[src/rtl/pipeline_muldiv_unit.sv]
// Iterative RV64M multiply/divide unit beside the EXA ALU.
// One result bit per cycle; freezes IF..EXC via stall_o until the result
// is presented for a single DONE cycle.
//
// state  | meaning
// S_IDLE | waiting for an M-extension request from EXA
// S_CALC | shift-add multiply or restoring divide, one bit per cycle
// S_DONE | result_o valid for exactly one cycle, stall released
module pipeline_muldiv_unit #(
  parameter int XLEN = 64
) (
  input  logic            clk,
  input  logic            reset,
  input  logic            start_i,
  input  logic [3:0]      op_i,
  input  logic [XLEN-1:0] src1_i,
  input  logic [XLEN-1:0] src2_i,
  input  logic            flush_i,
  output logic            stall_o,
  output logic            busy_o,
  output logic            valid_o,
  output logic [XLEN-1:0] result_o
);

  typedef enum logic [1:0] {S_IDLE, S_CALC, S_DONE} state_t;

  state_t        r_state, w_state_nxt;
  logic [5:0]    r_cnt;
  logic [127:0]  r_acc;    // mul: {partial product, multiplier}; div: {remainder, dividend/quotient}
  logic [63:0]   r_opa;    // multiplicand or divisor magnitude
  logic [63:0]   r_result;
  logic          r_is_w, r_is_div, r_is_rem, r_mulhi, r_neg, r_negr;

  logic          w_is_w, w_is_div, w_is_rem, w_mulhi, w_s1, w_s2;
  logic [63:0]   w_a_ext, w_b_ext, w_a_mag, w_b_mag, w_spec_sel, w_spec_res;
  logic          w_a_neg, w_b_neg, w_div0, w_ovf, w_special, w_accept;
  logic [64:0]   w_msum, w_shift;
  logic [63:0]   w_diff, w_rem_nxt, w_quo_f, w_rem_f, w_sel, w_res;
  logic          w_qbit;
  logic [127:0]  w_acc_nxt, w_prod;

  // Operation decode: W form, divide family, remainder, high-half, operand signedness
  always_comb begin
    w_is_w = 1'b0; w_is_div = 1'b0; w_is_rem = 1'b0;
    w_mulhi = 1'b0; w_s1 = 1'b0; w_s2 = 1'b0;
    case (op_i)
      4'd1:  begin w_mulhi = 1'b1; w_s1 = 1'b1; w_s2 = 1'b1; end
      4'd2:  begin w_mulhi = 1'b1; w_s1 = 1'b1; end
      4'd3:  w_mulhi = 1'b1;
      4'd4:  begin w_is_div = 1'b1; w_s1 = 1'b1; w_s2 = 1'b1; end
      4'd5:  w_is_div = 1'b1;
      4'd6:  begin w_is_div = 1'b1; w_is_rem = 1'b1; w_s1 = 1'b1; w_s2 = 1'b1; end
      4'd7:  begin w_is_div = 1'b1; w_is_rem = 1'b1; end
      4'd8:  w_is_w = 1'b1;
      4'd9:  begin w_is_w = 1'b1; w_is_div = 1'b1; w_s1 = 1'b1; w_s2 = 1'b1; end
      4'd10: begin w_is_w = 1'b1; w_is_div = 1'b1; end
      4'd11: begin w_is_w = 1'b1; w_is_div = 1'b1; w_is_rem = 1'b1; w_s1 = 1'b1; w_s2 = 1'b1; end
      4'd12: begin w_is_w = 1'b1; w_is_div = 1'b1; w_is_rem = 1'b1; end
      default: ;
    endcase
  end

  // W ops work on the low word, extended per signedness; the 64-bit checks then cover both widths
  assign w_a_ext = w_is_w ? (w_s1 ? {{32{src1_i[31]}}, src1_i[31:0]} : {32'b0, src1_i[31:0]}) : src1_i;
  assign w_b_ext = w_is_w ? (w_s2 ? {{32{src2_i[31]}}, src2_i[31:0]} : {32'b0, src2_i[31:0]}) : src2_i;
  assign w_a_neg = w_s1 & w_a_ext[63];
  assign w_b_neg = w_s2 & w_b_ext[63];
  assign w_a_mag = w_a_neg ? -w_a_ext : w_a_ext;
  assign w_b_mag = w_b_neg ? -w_b_ext : w_b_ext;

  assign w_div0     = (w_b_ext == 64'd0);
  assign w_ovf      = w_s1 & w_s2 & (w_b_ext == {64{1'b1}}) &
                      (w_a_ext == (w_is_w ? 64'hFFFF_FFFF_8000_0000 : 64'h8000_0000_0000_0000));
  assign w_special  = w_is_div & (w_div0 | w_ovf);
  assign w_spec_sel = w_div0 ? (w_is_rem ? w_a_ext : {64{1'b1}}) : (w_is_rem ? 64'd0 : w_a_ext);
  assign w_spec_res = w_is_w ? {{32{w_spec_sel[31]}}, w_spec_sel[31:0]} : w_spec_sel;
  assign w_accept   = (r_state == S_IDLE) & start_i & ~flush_i;

  // One iteration: multiplier LSB sits at r_acc[0]; quotient bits enter at r_acc[0]
  assign w_msum    = {1'b0, r_acc[127:64]} + (r_acc[0] ? {1'b0, r_opa} : 65'd0);
  assign w_shift   = r_acc[127:63];
  assign w_qbit    = w_shift[64] | (w_shift[63:0] >= r_opa);
  assign w_diff    = w_shift[63:0] - r_opa;
  assign w_rem_nxt = w_qbit ? w_diff : w_shift[63:0];
  assign w_acc_nxt = r_is_div ? {w_rem_nxt, r_acc[62:0], w_qbit} : {w_msum, r_acc[63:1]};

  // Sign fix-up and result selection on the final iteration's value
  assign w_prod  = r_neg ? -w_acc_nxt : w_acc_nxt;
  assign w_quo_f = r_neg ? -w_acc_nxt[63:0] : w_acc_nxt[63:0];
  assign w_rem_f = r_negr ? -w_acc_nxt[127:64] : w_acc_nxt[127:64];

  // Pick the result field; after 32 iterations the W product low word sits in [63:32]
  always_comb begin
    if (r_is_div)     w_sel = r_is_rem ? w_rem_f : w_quo_f;
    else if (r_is_w)  w_sel = {32'b0, w_prod[63:32]};
    else if (r_mulhi) w_sel = w_prod[127:64];
    else              w_sel = w_prod[63:0];
  end
  assign w_res = r_is_w ? {{32{w_sel[31]}}, w_sel[31:0]} : w_sel;

  // State register
  always_ff @(posedge clk or negedge reset) begin
    if (!reset) r_state <= S_IDLE;
    else        r_state <= w_state_nxt;
  end

  // Next-state logic; flush overrides everything
  always_comb begin
    w_state_nxt = r_state;
    if (flush_i) begin
      w_state_nxt = S_IDLE;
    end else begin
      case (r_state)
        S_IDLE:  if (start_i) w_state_nxt = w_special ? S_DONE : S_CALC;
        S_CALC:  if (r_cnt == 6'd0) w_state_nxt = S_DONE;
        S_DONE:  w_state_nxt = S_IDLE;
        default: w_state_nxt = S_IDLE;
      endcase
    end
  end

  // Datapath: latch request, iterate, capture final result
  always_ff @(posedge clk or negedge reset) begin
    if (!reset) begin
      r_cnt <= 6'd0; r_acc <= 128'd0; r_opa <= 64'd0; r_result <= 64'd0;
      r_is_w <= 1'b0; r_is_div <= 1'b0; r_is_rem <= 1'b0; r_mulhi <= 1'b0;
      r_neg <= 1'b0; r_negr <= 1'b0;
    end else if (w_accept) begin
      r_is_w <= w_is_w; r_is_div <= w_is_div; r_is_rem <= w_is_rem; r_mulhi <= w_mulhi;
      r_neg  <= w_a_neg ^ w_b_neg;
      r_negr <= w_a_neg;
      if (w_special) begin
        r_result <= w_spec_res;
      end else begin
        r_cnt <= w_is_w ? 6'd31 : 6'd63;
        if (w_is_div) begin
          r_opa <= w_b_mag;
          r_acc <= w_is_w ? {64'd0, w_a_mag[31:0], 32'd0} : {64'd0, w_a_mag};
        end else begin
          r_opa <= w_a_mag;
          r_acc <= {64'd0, w_b_mag};
        end
      end
    end else if ((r_state == S_CALC) && !flush_i) begin
      r_acc <= w_acc_nxt;
      if (r_cnt == 6'd0) r_result <= w_res;
      else               r_cnt <= r_cnt - 6'd1;
    end
  end

  assign stall_o  = reset & (w_accept | (r_state == S_CALC));
  assign busy_o   = (r_state == S_CALC);
  assign valid_o  = (r_state == S_DONE) & ~flush_i;
  assign result_o = r_result;

endmodule

[config.mk]
export PLATFORM = sky130hd
export DESIGN_NAME = pipeline_muldiv_unit
export DESIGN_NICKNAME = d
export VERILOG_FILES = /design/src/rtl/pipeline_muldiv_unit.sv
export SDC_FILE = /design/constraint.sdc
export NUM_CORES = 2
export LEC_CHECK = 0
export CORE_MARGIN = 3
export CORE_UTILIZATION = 65
export CTS_CLUSTER_SIZE = 14
export DETAILED_ROUTE_END_ITERATION = 6
export DONT_BUFFER_PORTS = 1
export GPL_TIMING_DRIVEN = 0
export PLACE_DENSITY_LB_ADDON = 0.1
export SYNTH_ARGS = -nofsm -noshare
export SYNTH_HDL_FRONTEND = slang
export SYNTH_SLANG_ARGS = --single-unit
[constraint.sdc]
create_clock -name clk -period 7.65 [get_ports clk]
set_input_delay 1.1475 -clock clk [delete_from_list [all_inputs] [get_ports clk]]
set_output_delay 1.1475 -clock clk [all_outputs]
set_load 0.05 [all_outputs]
==> results of run 1 <==
## cell usage after synthesis (all sizes together) (30+ instances only)
library cell	n
o21ai	572
nand2	534
a21oi	499
nor2	455
dfrtp	270
clkbuf	254
xnor2	173
nand3	169
nor3	159
xor2	140
inv	139
ha	135
mux2i	128
a211oi	108
buf	104
and2	96
nand4	96
a31oi	87
o211ai	82
a21o	64
or3	56
nor4	55
o22ai	54
o31ai	53
a221oi	41
nand2b	41
and3	40
o21a	38
or2	30
## cells by family after synthesis
logic type	after synthesis	share of synthesized area, %
buffers and inverters	499	5.83
multiplexers	145	4.19
flip-flops	270	19.2
AO/OA/AOI/OAI	1843	32.7
adder cells (fa/ha/maj)	137	4.90
AND/OR/NAND/NOR	1845	25.5
XOR/XNOR	313	7.77
## layer usage
metal | global-route usage [%] | overflow
met2 | 90.6 | 91
met1 | 73.4 | 0
met4 | 72.2 | 94
met3 | 55.5 | 1
met5 | 21.3 | 1
## repair_timing
item                                   4_1_cts
endpoints found under the hold margin        0
setup endpoints to repair                   37
resized for setup                           23
pin swaps                                    6
buffers inserted                             5
gates cloned                                 0
## through the flow
stage / hold slack [ns] / TNS, ns / std cells / util, %
4_1_cts: 0.256 / 0 / 5797 / 70.3
3_5_place_dp: 0.506 / -59.50 / 5740 / 68.1
3_3_place_gp: 0.496 / -56.54 / 5740 / 68.1
2_1_floorplan: 0.464 / 0 / 5052 / -
==> flow_summary.json, run 1 <==
{
  "status": "aborted with a tool error",
  "haltStage": "global routing (5_1_grt)",
  "tool.error": "[ERROR GRT-0116] Global routing finished with congestion. Check the congestion regions in the DRC Viewer.",
  "ys.flop_type": "dfrtp_1",
  "synth_area_leader_cell": "dfrtp_1",
  "hold_buffers": 0,
  "cts_made_buffers": 29,
  "yosysUniqueCellTypes": 123,
  "start_util_pct": 66.5,
  "ys_seq_area_share_pct": 19.2,
  "grt_first_pass_wirelength_mm": 313,
  "ys_top_cells_by_area": "dfrtp_1 (19%), o21ai_0 (7.3%), a21oi_1 (7.0%)",
  "async_flop_share_pct": 100,
  "syn_nets": 5325,
  "syn_area_um2": 35300,
  "ys_ff_latch": 270,
  "dpl_cell_area_um2": 36100,
  "preCtsSetupSlack_ns": -2.26,
  "clockBufferDepth": 3,
  "fp-row-count": 84,
  "synth_edf_count": 0,
  "syn_area_per_cell_um2": 6.98,
  "io_buffer_count": 0,
  "pin_count": 203,
  "grt_max_degree": 272,
  "netlist_instances": 5052,
  "clock-root-buffer": "clkbuf_16",
  "grt.total_usage_pct": 72.7,
  "die_h_um": 239,
  "synth_top_cell_area_share_pct": 19.2,
  "cts.sinks": 270,
  "place_congestion": 1.33,
  "die_width_um": 239,
  "cts_max_level": 1,
  "dp_hpwl_mm": 157,
  "synth_warnings": 0,
  "grt_pass1_vias": 46200,
  "gr-total-overflow": 187
}
==> run 2: changes to the inputs <==
--- a/config.mk
+++ b/config.mk
@@ -6,12 +6,11 @@
 export NUM_CORES = 2
 export LEC_CHECK = 0
 export CORE_MARGIN = 3
-export CORE_UTILIZATION = 65
-export CTS_CLUSTER_SIZE = 14
+export CORE_UTILIZATION = 40
 export DETAILED_ROUTE_END_ITERATION = 6
 export DONT_BUFFER_PORTS = 1
 export GPL_TIMING_DRIVEN = 0
-export PLACE_DENSITY_LB_ADDON = 0.1
+export PLACE_DENSITY_LB_ADDON = 0.15
 export SYNTH_ARGS = -nofsm -noshare
 export SYNTH_HDL_FRONTEND = slang
 export SYNTH_SLANG_ARGS = --single-unit
==> run 2 against run 1 <==
The flow now finishes, with violations (capacitance limit, slew limit, setup timing). Synthesized cell count stayed put. Area after synthesis unchanged.
==> flow_summary.json, run 2 <==
{
  "io_buffer_count": 0,
  "ys_top_cells_by_area": "dfrtp_1 (19%), o21ai_0 (7.3%), a21oi_1 (7.0%)",
  "via_count": 44700,
  "p_total_mw": 20.2,
  "dr.pass1.iters": 7,
  "pwr-share-seq_pct": 17.0,
  "drc": 0,
  "setup_ws_ns": -0.332,
  "start_util_pct": 40.5,
  "fmax_mhz": 125,
  "final_max_slew_viol_count": 17,
  "crit_type": "reg -> reg",
  "end_kind": "flop",
  "r2r-start": "r_is_div",
  "postRouteAntennaNets": 0,
  "hold_violations": 0,
  "synthToLayoutAreaGrowth_pct": 9.28,
  "final_common_cell": "nand2_1",
  "r2r_end": "result_o[7]",
  "cts.clk_slew.worst_paths_ns": 0.06,
  "ys.flop_type": "dfrtp_1",
  "cp_max_fo": 10,
  "setup_viol": 21,
  "total_leakage_power_nw": 14.9,
  "drive_gt1_share_pct": 6.78,
  "antenna_found_initial": 27,
  "cts_tree": "built",
  "grt_first_pass_wirelength_mm": 327,
  "crit_chain": "buf_2, buf_4, buf_2, buf_4, buf_2, buf_2, buf_2, clkdlybuf4s15_2, buf_2, buf_2, buf_2, clkbuf_1, buf_1, a211oi_1, a21oi_1, o221a_2",
  "final_util_pct": 44.2,
  "dieArea_um2": 91800,
  "fp-row-count": 108,
  "fin_skew_ns": 0.0402,
  "p_sw_share_pct": 63.8,
  "slew_headroom_pct": -17.2,
  "cap_violations": 4,
  "clock-root-buffer": "clkbuf_16",
  "yosysUniqueCellTypes": 123,
  "peakVddDrop_v": 0.000268,
  "die_width_um": 303,
  "nNetsFinal": 5379,
  "reg2reg_setup_slack_ns": -0.33,
  "async_flop_share_pct": 100,
  "wl_mm": 241,
  "place_congestion": 1.10,
  "fin_crit_sh_pct": 104,
  "die_h_um": 303,
  "drt_iter0_markers": 6122,
  "fin_crit_ns": 7.98,
  "power_density_nw_per_um2": 524,
  "ys_seq_area_share_pct": 19.2,
  "cts.sinks": 270,
  "combPwrFrac_pct": 73.9,
  "cts_max_level": 2,
  "synth_area_leader_cell": "dfrtp_1",
  "failed_checks": "capacitance limit, slew limit, setup timing",
  "mostFrequentLayoutCells": "nand2_1 (532), o21ai_0 (510), a21oi_1 (480)",
  "synth_warnings": 0,
  "worstSetupStartpointType": "flop",
  "yosysMostFrequentCell": "nand2_1",
  "gr-total-overflow": 0,
  "cts_made_buffers": 36,
  "synth_top_cell_area_share_pct": 19.2,
  "intPower_mw": 7.31,
  "pin_count": 203,
  "grt_pass1_vias": 41300,
  "min_path_type": "in -> async",
  "worst_pin_slew_ns": 1.75,
  "worstPathArrival_ns": 8.51,
  "grt_max_degree": 272,
  "hold_buffers": 0,
  "synthTopCellsByCount": "nand2_1 (532), o21ai_0 (516), a21oi_1 (491)",
  "status": "finished with violations",
  "p_switching_mw": 12.9,
  "synth_edf_count": 0,
  "cp_common_cell": "buf_2",
  "largest_reg_flops": 128,
  "regMostFlops": "r_acc",
  "ys_ff_latch": 270,
  "dp_hpwl_mm": 198,
  "clockBufferDepth": 3,
  "wl_per_cell_um": 38.3,
  "core_um2": 87200,
  "vias_per_cell": 7.09,
  "preCtsSetupSlack_ns": -2.74,
  "syn_area_per_cell_um2": 6.98,
  "cp_slowest_cell": "buf_1",
  "clk_latency_ns": 0.62,
  "clockPowerShare_pct": 9.1,
  "syn_nets": 5325,
  "worst-endpoint-required_ns": 8.18,
  "critPathMaxStageDelay_ns": 0.67,
  "r2r_cells": 16,
  "syn_area_um2": 35300,
  "grt.total_usage_pct": 50.5,
  "netlist_instances": 5052
}
[run 2: cell counts after synthesis]
Identical to the previous run, type by type.
[run 2: power groups by stage]
| stage | clock, mW | sequential (mW) | combinational [mW] |
|---|---|---|---|
| CTS | 1.83 | 3.34 | 14.0 |
| finish | 1.84 | 3.42 | 14.9 |
| global placement | 0 | 3.35 | 13.7 |
| global route | 1.88 | 3.43 | 15.3 |
| floorplan | 0 | 2.93 | 8.48 |
| detailed placement | 0 | 3.36 | 13.7 |
[run 2: through the flow]
step / hold slack, ns / setup TNS, ns / instance area (µm²) / instances
floorplan: 0.464 / 0 / 35300 / 5052
global placement: 0.499 / -103.35 / 36700 / 6207
detailed placement: 0.514 / -79.90 / 36800 / 6209
CTS: 0.221 / 0 / 38300 / 6284
global route: 0.232 / -0.0252 / 38500 / 6290
finish: 0.223 / -3.24 / 38500 / 6305
[run 2: routing by layer]
| metal | global-route usage, % | part of all wire [%] | vias up |
|---|---|---|---|
| met1 | 55.2 | 34 | 21500 |
| met4 | 46.3 | 11 | 22 |
| met2 | 77.5 | 43 | 3282 |
| met3 | 16.5 | 11 | 1016 |
| met5 | 1.48 | 0.14 | - |
| li1 | - | - | 18800 |
[run 2: area by class of cell]
| class | instances | area, µm² |
|---|---|---|
| antenna | 16 | 40.0 |
| fill | 9408 | 48600 |
| clock inverter | 20 | 244 |
| timing repair buffer | 16 | 130 |
| multi-input combinational | 4283 | 26800 |
| buffer | 358 | 1580 |
| tap | 1155 | 1450 |
| sequential | 270 | 6770 |
| clock buffer | 46 | 998 |
| inverter | 141 | 529 |
[run 2: logic make-up (layout without fill, tap and decap cells)]
group	count (synthesis)	count (layout)	share of synthesized area, %
DFF	270	270	19.2
AOI/OAI and AO/OA	1843	1843	32.7
buffers and inverters	499	581	5.83
muxes	145	145	4.19
and+or+nand+nor	1845	1845	25.5
xor gates and xnor gates	313	313	7.77
other	0	16	0
adders and majority gates	137	137	4.90
[run 2: critical path, delay by kind of cell (launching register included)]
family	cells	cell delay, ns
flip-flops	1	0.41
buffers and inverters	13	6.33
AO/OA/AOI/OAI	3	1.09
[run 2: what timing repair did]
item	in CTS	in global routing
hold endpoints to repair	0	0
pin swaps	8	5
gates resized for setup	57	37
endpoints found under the setup margin	52	37
setup buffers	9	3
[run 2: worst max path at each step]
stage / from / endpoint / slack [ns] / cells after the start
floorplan: r_acc[70] / result_o[60] / 0.98 / 26
finish: r_is_div / result_o[7] / -0.33 / 16
global route: r_is_div / result_o[7] / -0.03 / 16
detailed placement: r_opa[38] / result_o[46] / -2.74 / 27
CTS: r_opa[30] / result_o[12] / 0.02 / 29
global placement: r_opa[38] / result_o[26] / -3.43 / 28
(Power assumes the default switching activity.)
